`config.mk`:
```
export PLATFORM = sky130hd
export DESIGN_NAME = mem_bus_arbiter
export DESIGN_NICKNAME = d
export VERILOG_FILES = /design/src/rtl/mem_bus_arbiter_pkg.sv /design/src/rtl/mem_bus_arbiter_rr_arb2.sv /design/src/rtl/mem_bus_arbiter.sv
export SDC_FILE = /design/constraint.sdc
export NUM_CORES = 1
export LEC_CHECK = 0
export BUFFER_PORTS_ARGS = -buffer_cell sky130_fd_sc_hd__buf_2
export CAP_MARGIN = 20
export CORE_ASPECT_RATIO = 0.7
export CORE_UTILIZATION = 40
export DETAILED_ROUTE_END_ITERATION = 8
export PLACE_DENSITY = 0.74
export SLEW_MARGIN = 5
export SYNTH_ARGS = -nofsm -noshare
export SYNTH_HDL_FRONTEND = slang
export SYNTH_SLANG_ARGS = --single-unit
export TNS_END_PERCENT = 20
```
`constraint.sdc`:
```
create_clock -name clk -period 6.6 [get_ports clk]
set_clock_uncertainty 0.15 [all_clocks]
set_input_delay 0.66 -clock clk [delete_from_list [all_inputs] [get_ports clk]]
set_output_delay 0.66 -clock clk [all_outputs]
set_load 0.005 [all_outputs]
```
`src/rtl/mem_bus_arbiter_pkg.sv`:
```
// Shared types and line geometry for the icache-refill / data-port memory arbiter.
package srm_mem_pkg;

    typedef enum logic [1:0] {
        IDLE     = 2'd0,
        IC_BURST = 2'd1,
        D_ACCESS = 2'd2
    } arb_state_t;

    typedef enum logic {
        GR_IC   = 1'b0,
        GR_DATA = 1'b1
    } grant_t;

    localparam int LINE_BEATS   = 16;
    localparam int LINE_OFF_LSB = 2;
    localparam int LINE_OFF_MSB = 5;
    localparam int BEAT_W       = LINE_OFF_MSB - LINE_OFF_LSB + 1;

    function automatic logic [BEAT_W-1:0] next_beat(input logic [BEAT_W-1:0] beat);
        return beat + BEAT_W'(1);
    endfunction

endpackage

```
`src/rtl/mem_bus_arbiter_rr_arb2.sv`:
```
// Two-way round-robin picker: bit 0 = icache refill, bit 1 = data port; grant is one-hot.
module rr_arb2
    import srm_mem_pkg::*;
(
    input  logic [1:0] req_i,
    input  logic       last_data_i,
    output logic [1:0] grant_o
);

    always_comb begin
        grant_o = 2'b00;
        case (req_i)
            2'b01:   grant_o = 2'b01;
            2'b10:   grant_o = 2'b10;
            // Contention: favour whichever side did not win last time.
            2'b11:   grant_o = last_data_i ? 2'b01 : 2'b10;
            default: grant_o = 2'b00;
        endcase
    end

endmodule

```
`src/rtl/mem_bus_arbiter.sv`:
```
// Shares one memory port between 16-beat icache line refills and single-word data accesses.
//   state    | meaning
//   IDLE     | mem_req low, arbitrate pending requests
//   IC_BURST | fetching one icache line, beat by beat
//   D_ACCESS | single data read or write in flight
module mem_bus_arbiter
    import srm_mem_pkg::*;
#(
    parameter int ADDR_W = 24,
    parameter int DATA_W = 32
) (
    input  logic              clk,
    input  logic              rst,
    input  logic              ic_req,
    input  logic [ADDR_W-1:0] ic_addr,
    output logic              ic_valid,
    output logic [DATA_W-1:0] ic_data,
    output logic [3:0]        ic_beat,
    input  logic              d_req,
    input  logic              d_we,
    input  logic [ADDR_W-1:0] d_addr,
    input  logic [DATA_W-1:0] d_wdata,
    output logic              d_done,
    output logic [DATA_W-1:0] d_rdata,
    output logic              dw_we,
    output logic [ADDR_W-1:0] dw_addr,
    output logic              mem_req,
    output logic              mem_we,
    output logic [ADDR_W-1:0] mem_addr,
    output logic [DATA_W-1:0] mem_wdata,
    input  logic [DATA_W-1:0] mem_rdata,
    input  logic              mem_ack
);

    localparam int LINE_W = ADDR_W - LINE_OFF_MSB - 1;

    arb_state_t        state_q, state_d;
    grant_t            last_grant_q, last_grant_d;
    logic [BEAT_W-1:0] beat_q, beat_d;
    logic [LINE_W-1:0] line_q, line_d;
    logic [ADDR_W-1:0] dacc_addr_q, dacc_addr_d;

    logic              ic_valid_q, ic_valid_d;
    logic [DATA_W-1:0] ic_data_q, ic_data_d;
    logic [3:0]        ic_beat_q, ic_beat_d;
    logic              d_done_q, d_done_d;
    logic [DATA_W-1:0] d_rdata_q, d_rdata_d;
    logic              dw_we_q, dw_we_d;
    logic [ADDR_W-1:0] dw_addr_q, dw_addr_d;
    logic              mem_req_q, mem_req_d;
    logic              mem_we_q, mem_we_d;
    logic [ADDR_W-1:0] mem_addr_q, mem_addr_d;
    logic [DATA_W-1:0] mem_wdata_q, mem_wdata_d;

    logic [1:0] grant;
    logic       ack;
    logic       unused_ic_offset;

    assign unused_ic_offset = ^ic_addr[LINE_OFF_MSB:0];
    assign ack = mem_ack & mem_req_q;

    rr_arb2 u_rr_arb2 (
        .req_i       ({d_req, ic_req}),
        .last_data_i (last_grant_q == GR_DATA),
        .grant_o     (grant)
    );

    always_comb begin
        state_d      = state_q;
        last_grant_d = last_grant_q;
        beat_d       = beat_q;
        line_d       = line_q;
        dacc_addr_d  = dacc_addr_q;
        ic_valid_d   = 1'b0;
        ic_data_d    = ic_data_q;
        ic_beat_d    = ic_beat_q;
        d_done_d     = 1'b0;
        d_rdata_d    = d_rdata_q;
        dw_we_d      = 1'b0;
        dw_addr_d    = dw_addr_q;
        mem_req_d    = mem_req_q;
        mem_we_d     = mem_we_q;
        mem_addr_d   = mem_addr_q;
        mem_wdata_d  = mem_wdata_q;

        case (state_q)
            IDLE: begin
                if (grant[0]) begin
                    state_d      = IC_BURST;
                    last_grant_d = GR_IC;
                    line_d       = ic_addr[ADDR_W-1:LINE_OFF_MSB+1];
                    beat_d       = '0;
                    mem_req_d    = 1'b1;
                    mem_we_d     = 1'b0;
                    mem_addr_d   = {ic_addr[ADDR_W-1:LINE_OFF_MSB+1], {BEAT_W{1'b0}}, 2'b00};
                end else if (grant[1]) begin
                    state_d      = D_ACCESS;
                    last_grant_d = GR_DATA;
                    dacc_addr_d  = d_addr;
                    mem_req_d    = 1'b1;
                    mem_we_d     = d_we;
                    mem_addr_d   = {d_addr[ADDR_W-1:LINE_OFF_LSB], 2'b00};
                    mem_wdata_d  = d_wdata;
                end
            end

            IC_BURST: begin
                // The line base is latched at grant so the fill stays whole even if the
                // icache moves on; ic_req is not consulted until the burst ends.
                if (ack) begin
                    ic_valid_d = 1'b1;
                    ic_data_d  = mem_rdata;
                    ic_beat_d  = beat_q;
                    beat_d     = next_beat(beat_q);
                    mem_addr_d = {line_q, next_beat(beat_q), 2'b00};
                    if (beat_q == BEAT_W'(LINE_BEATS - 1)) begin
                        mem_req_d = 1'b0;
                        state_d   = IDLE;
                    end
                end
            end

            D_ACCESS: begin
                if (ack) begin
                    d_done_d  = 1'b1;
                    mem_req_d = 1'b0;
                    mem_we_d  = 1'b0;
                    state_d   = IDLE;
                    if (mem_we_q) begin
                        dw_we_d   = 1'b1;
                        dw_addr_d = dacc_addr_q;
                    end else begin
                        d_rdata_d = mem_rdata;
                    end
                end
            end

            default: begin
                state_d   = IDLE;
                mem_req_d = 1'b0;
                mem_we_d  = 1'b0;
            end
        endcase
    end

    always_ff @(posedge clk or posedge rst) begin
        if (rst) begin
            state_q      <= IDLE;
            last_grant_q <= GR_DATA;
            beat_q       <= '0;
            line_q       <= '0;
            dacc_addr_q  <= '0;
            ic_valid_q   <= 1'b0;
            ic_data_q    <= '0;
            ic_beat_q    <= '0;
            d_done_q     <= 1'b0;
            d_rdata_q    <= '0;
            dw_we_q      <= 1'b0;
            dw_addr_q    <= '0;
            mem_req_q    <= 1'b0;
            mem_we_q     <= 1'b0;
            mem_addr_q   <= '0;
            mem_wdata_q  <= '0;
        end else begin
            state_q      <= state_d;
            last_grant_q <= last_grant_d;
            beat_q       <= beat_d;
            line_q       <= line_d;
            dacc_addr_q  <= dacc_addr_d;
            ic_valid_q   <= ic_valid_d;
            ic_data_q    <= ic_data_d;
            ic_beat_q    <= ic_beat_d;
            d_done_q     <= d_done_d;
            d_rdata_q    <= d_rdata_d;
            dw_we_q      <= dw_we_d;
            dw_addr_q    <= dw_addr_d;
            mem_req_q    <= mem_req_d;
            mem_we_q     <= mem_we_d;
            mem_addr_q   <= mem_addr_d;
            mem_wdata_q  <= mem_wdata_d;
        end
    end

    assign ic_valid  = ic_valid_q;
    assign ic_data   = ic_data_q;
    assign ic_beat   = ic_beat_q;
    assign d_done    = d_done_q;
    assign d_rdata   = d_rdata_q;
    assign dw_we     = dw_we_q;
    assign dw_addr   = dw_addr_q;
    assign mem_req   = mem_req_q;
    assign mem_we    = mem_we_q;
    assign mem_addr  = mem_addr_q;
    assign mem_wdata = mem_wdata_q;

endmodule

```
After elaboration in Yosys (flattened, before gate mapping):

Index checks and enable logic that the tools add are counted.
Widths: inputs -> output; s select.

* memories: 0
* flip-flop bits (word level): 202
* input port bits: 118
* latch bits: 0
* output and inout bits: 153
* memory bits (read-only): 0
* logic and storage cells: 76
* RAM bits: 0

* muxes and demuxes: 31
* equality and inequality tests: 11
* divide/modulo/power cells: 0
* bitwise operators: 4
* add/subtract/negate cells: 1
* magnitude comparators: 0
* shift-type cells: 0
* multiply operators: 0
* reduce and logical (&&, ||, !) cells: 13

Operator list (number)
* $mux 24: 3
* $pmux 24 s2: 1
* $reduce_and 3->1: 6
* $mux 1: 14
* $mux 2: 6
* $pmux 2 s3: 2
* $mux 4: 2
* $ne 2x2->1 const B: 4
* $pmux 4 s2: 1
* $eq 2x2->1 const B: 3
* $pmux 1 s3: 2
* $reduce_and 2->1: 3
* $add 4x1->4 const B: 1
* $eq 2x1->1 const B: 2
* $eq 4x4->1 const B: 1
* $reduce_and 4->1: 1
* $reduce_bool 2->1: 2
* $ne 3x3->1 const B: 1
* $not 1->1: 3
* $logic_not 2->1: 1
* $and 1x1->1: 1

Logic depth before layout (Yosys ltp):

* depth in word-level cells: 5
* mapped depth: 6

Hierarchy:

From an unflattened synthesis, not the netlist that was laid out.

* cells, all modules: 631
* area total of the unflattened synthesis: 8358.0 um2

By module, submodules not included
* mem_bus_arbiter: cells each 628, instances 1, area each 8339.2 um2, seq. area each 5006.1 um2
* rr_arb2: cells each 3, instances 1, area each 18.8 um2, seq. area each 0.0 um2

Worst setup path before layout:

No wires, ideal clock.

* path kind: input to register
* start point: input port ic_req
* end point: register dacc_addr_q[13]
* cell stages on the path: 6
* buffers on the path: 3
* setup slack: 4.619 ns
* arrival: 1.706 ns
* cells stage by stage: clkbuf_1 nand2_1 nand3_1 buf_2 buf_4 mux2_2

* longest elaborated chain between the ends: 4

Ends and longest elaborated chain
* start, declared: RTL line mem_bus_arbiter.sv:14 `input logic ic_req,`
* $eq 2x2->1 or $eq 2x1->1 (tied branches): RTL line mem_bus_arbiter_rr_arb2.sv:12 `case (req_i)`
* $pmux 2 s3 (*): RTL line mem_bus_arbiter_rr_arb2.sv:12
* $not 1->1 (no source line)
* $reduce_and 3->1 (no source line) (*)
* end signal, assigned: RTL line mem_bus_arbiter.sv:169 `dacc_addr_q <= dacc_addr_d;`
* end, declared: RTL line mem_bus_arbiter.sv:41 `logic [ADDR_W-1:0] dacc_addr_q, dacc_addr_d;`

Mark *: on every way between the ends. The rest lies on a longest branch, timed or not.
A chain may end at the register's enable or synchronous reset.

Worst setup path in the final report:

* start point: register state_q[1]
* end point: register beat_q[3]

* longest elaborated chain between the ends: 3

Ends and longest elaborated chain
* start, declared: RTL line mem_bus_arbiter.sv:37 `arb_state_t state_q, state_d;`
* start signal, assigned: RTL line mem_bus_arbiter.sv:165 `state_q <= state_d;`
* $eq 2x1->1 or $logic_not 2->1 (tied branches): RTL line mem_bus_arbiter.sv:86 `case (state_q)`
* $ne 2x2->1 (no source line) or $reduce_bool 2->1 (tied branches)
* $reduce_and 3->1 (no source line)
* end signal, assigned: RTL line mem_bus_arbiter.sv:167 `beat_q <= beat_d;`
* end, declared: RTL line mem_bus_arbiter.sv:39 `logic [BEAT_W-1:0] beat_q, beat_d;`

Several ways; a longest one is shown, not always the timed one.

==> results.md <==
- Post-Synthesis Cells: 619
- Max incr delay on CP: roughly 670 ps
- Die ar.: 20,540 um^2
- Initial antenna violation count: 0
- Leakage power: 5.167 nW
- Final core utilization: 52.71%
- Largest family of logic cells by synthesized area: multiplexers
- Endpoints failing hold: 0
- Core box area: 19,230 um^2
- Pwr/cell area: around 480 nW/um^2
- Cell taking the most area after synthesis: dfrtp_1
- Switching Share: 33.24%
- CP cell instances: nand4b_1, buf_6, buf_4, inv_1, buf_4, a21oi_1, mux2_2
- Vias per inst: 4.922
- Top Ports: 271
- Syn Std Cell Area: about 8000 um^2
- Top-area cell type share of the netlist area: 62.35%
- Place WS: roughly 3100 ps
- Buffers on Ports: 262
- Seq pwr share: between 40% and 50%
- Cts bufs inserted: 17
- Post-CTS setup buffer count: 0
- First-pass GRT wire length: a little over 30,000 um
- Reg2reg path depth: 7
- Placer Congestion: 0.7670
- CTS H-tree lvls: 4
- Final setup margin: 3843 ps
- Share of layout cells above drive strength 1: 44.23%
- Syn. warnings: 0
- Number of max-cap violations: 0
- Area growth from synthesis to layout: 26.95%
- Antenna diodes: 0
- Die width: 170.9 um
- Final nets: 990
- Min-Delay Path Class: input port to asynchronous set/reset pin
- WS Path Type: flop to flop
- Maximum clock rate: 0.3627 GHz
- FF-to-FF Start: state_q[1]
- Clock tree buffer depth: 2
- Aggregate global-route resource usage: 19.55%
- Power Internal: 0.003274 W
- Fin Setup TNS: 0 ps
- CP max-delay cell: dfrtp_1
- Synth area leaders: dfrtp_1 (62%), mux2_2 (11%), mux2_1 (7.2%), nand2_1 (6.4%), mux2i_1 (2.4%)
- Average cell area after synthesis: 12.90 um^2
- Largest net degree at the start of global routing: ~130
- FF-to-FF End: beat_q[3]
- Clock Latency Late Sink: 420 ps
- Initial Utilization: 41.52%
- DR vias: around 5,700
- Hold-fix buffers, CTS: 0
- FILL cells: 1,711
- CP required: 6760 ps
- VDD IR-drop max: 0.0002049 V
- Clock Pin Slew Worst Setup and Hold Paths: 80 ps
- RSZ-0062 raised after global routing: no
- Simple-Gate Fraction of Synth Area: about 9.7%
- Die extent in y: between 100 and 150 um
- Final setup vio count: 0
- NetSw: 0.001630 W
- Synth async-reset ratio: 100.0%
- Worst EP arrival: 2910 ps
- Worst-Margin Slew: ~1100 ps
- Clock network power share: 22.1%
- Final cycle utilization of the critical path: between 40% and 50%
- CP Max Fanout: 39
- Routed WL per cell: 16.71 um
- #FFs+latches synth: 200
- Antenna Violating Nets Remaining: 0
- Register area share after synthesis: 62.68%
- Post-synth EDFFs: 0
- Compound-Gate Fraction of Synth Area: 3.541%
- CTS tree: built
- Worst setup SP type: flop
- Post-cts sizing count: 0
- Row Count: 42
- Max_slew headroom: 26.89%
- DR pass1 iterations: 4
- WL final: 19,190 um
- Post-synthesis mux area share: a little over a fifth
- Xor-xnor portion of the synthesized cell area: 0.1097%
- CTS Sinks: 200
- Yosys cell types: 36
- Critical Path End Type: flop
- Max-slew violation count: 0
- Grt ovf: 0
- Predominant post-synthesis flop cell: dfrtp_1
- Top-count cell post-synth: dfrtp_1
- CTS root buffer: clkbuf_16
- Synth Area in Adders: 0.1567%
- Post-DP HPWL: 13,250 um
- Crit path time final: 2757 ps
- DRC errors left: 0
- FF-to-FF setup slack: between 3000 and 4000 ps
- Combinational share of power: ~34%
- Vias in the first global route: 5,770
- Crit path from: state_q[1]
- Top cells by count, synth: dfrtp_1 (199), nand2_1 (136), mux2_2 (80)
- CP dominant cell by count: buf_4
- Run status: completed
- Initial DRC count: ~340
## per-stage QoR
| step | hold WS, ps | area [um^2] | total power [W] | instances |
|---|---|---|---|---|
| after floorplan | 302.2 | 7990 | 0.003087 | 620 |
| after global placement | 304.0 | 9485 | 0.003771 | 1113 |
| after detailed placement | 307.1 | 9500 | 0.003860 | 1114 |
| after CTS | 259.5 | 10110 | 0.004958 | 1146 |
| after global routing | 267.5 | 10140 | 0.005260 | 1148 |
| final | 217.6 | 10140 | 0.004905 | 1148 |
## area by class of cell
cell class | instances | area [um^2] | area share (%)
Inverter | 3 | 18.77 | 0.1851
Clock inverter | 12 | 155.1 | 1.530
Clock buffer | 20 | 456.7 | 4.504
Timing Repair Buffer | 269 | 1383 | 13.64
Multi-Input combinational cell | 380 | 2789 | 27.51
Sequential cell | 200 | 5006 | 49.38
Tap cell | 264 | 330.3 | 3.258
## cells by family after synthesis
logic type / count (synthesis)
fa+ha+maj: 1
simple gates: 182
buf+inv: 40
flops: 200
compound gates: 44
mux: 150
xor+xnor: 1
other cells: 1
## registers in the layout, summed over array words and instances (netlist names), 18 cells and up
name and flops:
mem_addr 22, dw_addr 24, mem_wdata 32, line_q 18, dacc_addr_q 24, ic_data 32
d_rdata 32
## worst max-delay path, delay by kind of cell, from the launching register on
family / cells / cell delay (ps)
AOI/OAI and AO/OA: 1 / 230
buffers and inverters: 4 / 880
DFF: 1 / 670
muxes: 1 / 360
and+or+nand+nor: 1 / 310
## routing by layer
metal | up-vias | track usage, % | part of all wire, %
met5 | - | 0 | 0
met4 | 0 | 5.022 | 0.78
met3 | 16 | 6.416 | 7.9
met2 | 200 | 31.05 | 46
met1 | 2815 | 25.81 | 46
li1 | 2619 | - | -
## placed cells by master, fill, tap and decap left out, types with 5 or more instances in the layout
cell | netlist | routed
a21oi_1 | 8 | 8
nand3_1 | 25 | 24
mux2_1 | 51 | 51
o21ai_0 | 9 | 9
clkbuf_16 | 0 | 17
inv_8 | 0 | 5
o211ai_1 | 18 | 18
nand2_1 | 136 | 136
mux2_2 | 80 | 80
dfrtp_1 | 199 | 199
nor2_1 | 5 | 5
mux2i_1 | 19 | 19
buf_2 | 17 | 262
## worst max-delay path by stage
stage                      endpoint  cells past startpoint
after floorplan           beat_q[0]                      1
after global placement    beat_q[3]                      7
after detailed placement  beat_q[3]                      7
after CTS                 beat_q[3]                      6
after global routing      beat_q[3]                      7
final                     beat_q[3]                      7
## power groups by stage
stage | logic (W) | clock network (W) | registers, W
after CTS | 0.00170 | 0.00112 | 0.00214
after floorplan | 0.000938 | 0 | 0.00215
after detailed placement | 0.00170 | 0 | 0.00216
after global routing | 0.00188 | 0.00116 | 0.00222
final | 0.00168 | 0.00108 | 0.00214
after global placement | 0.00165 | 0 | 0.00213
Note: power is estimated with default switching activity, not from simulation.
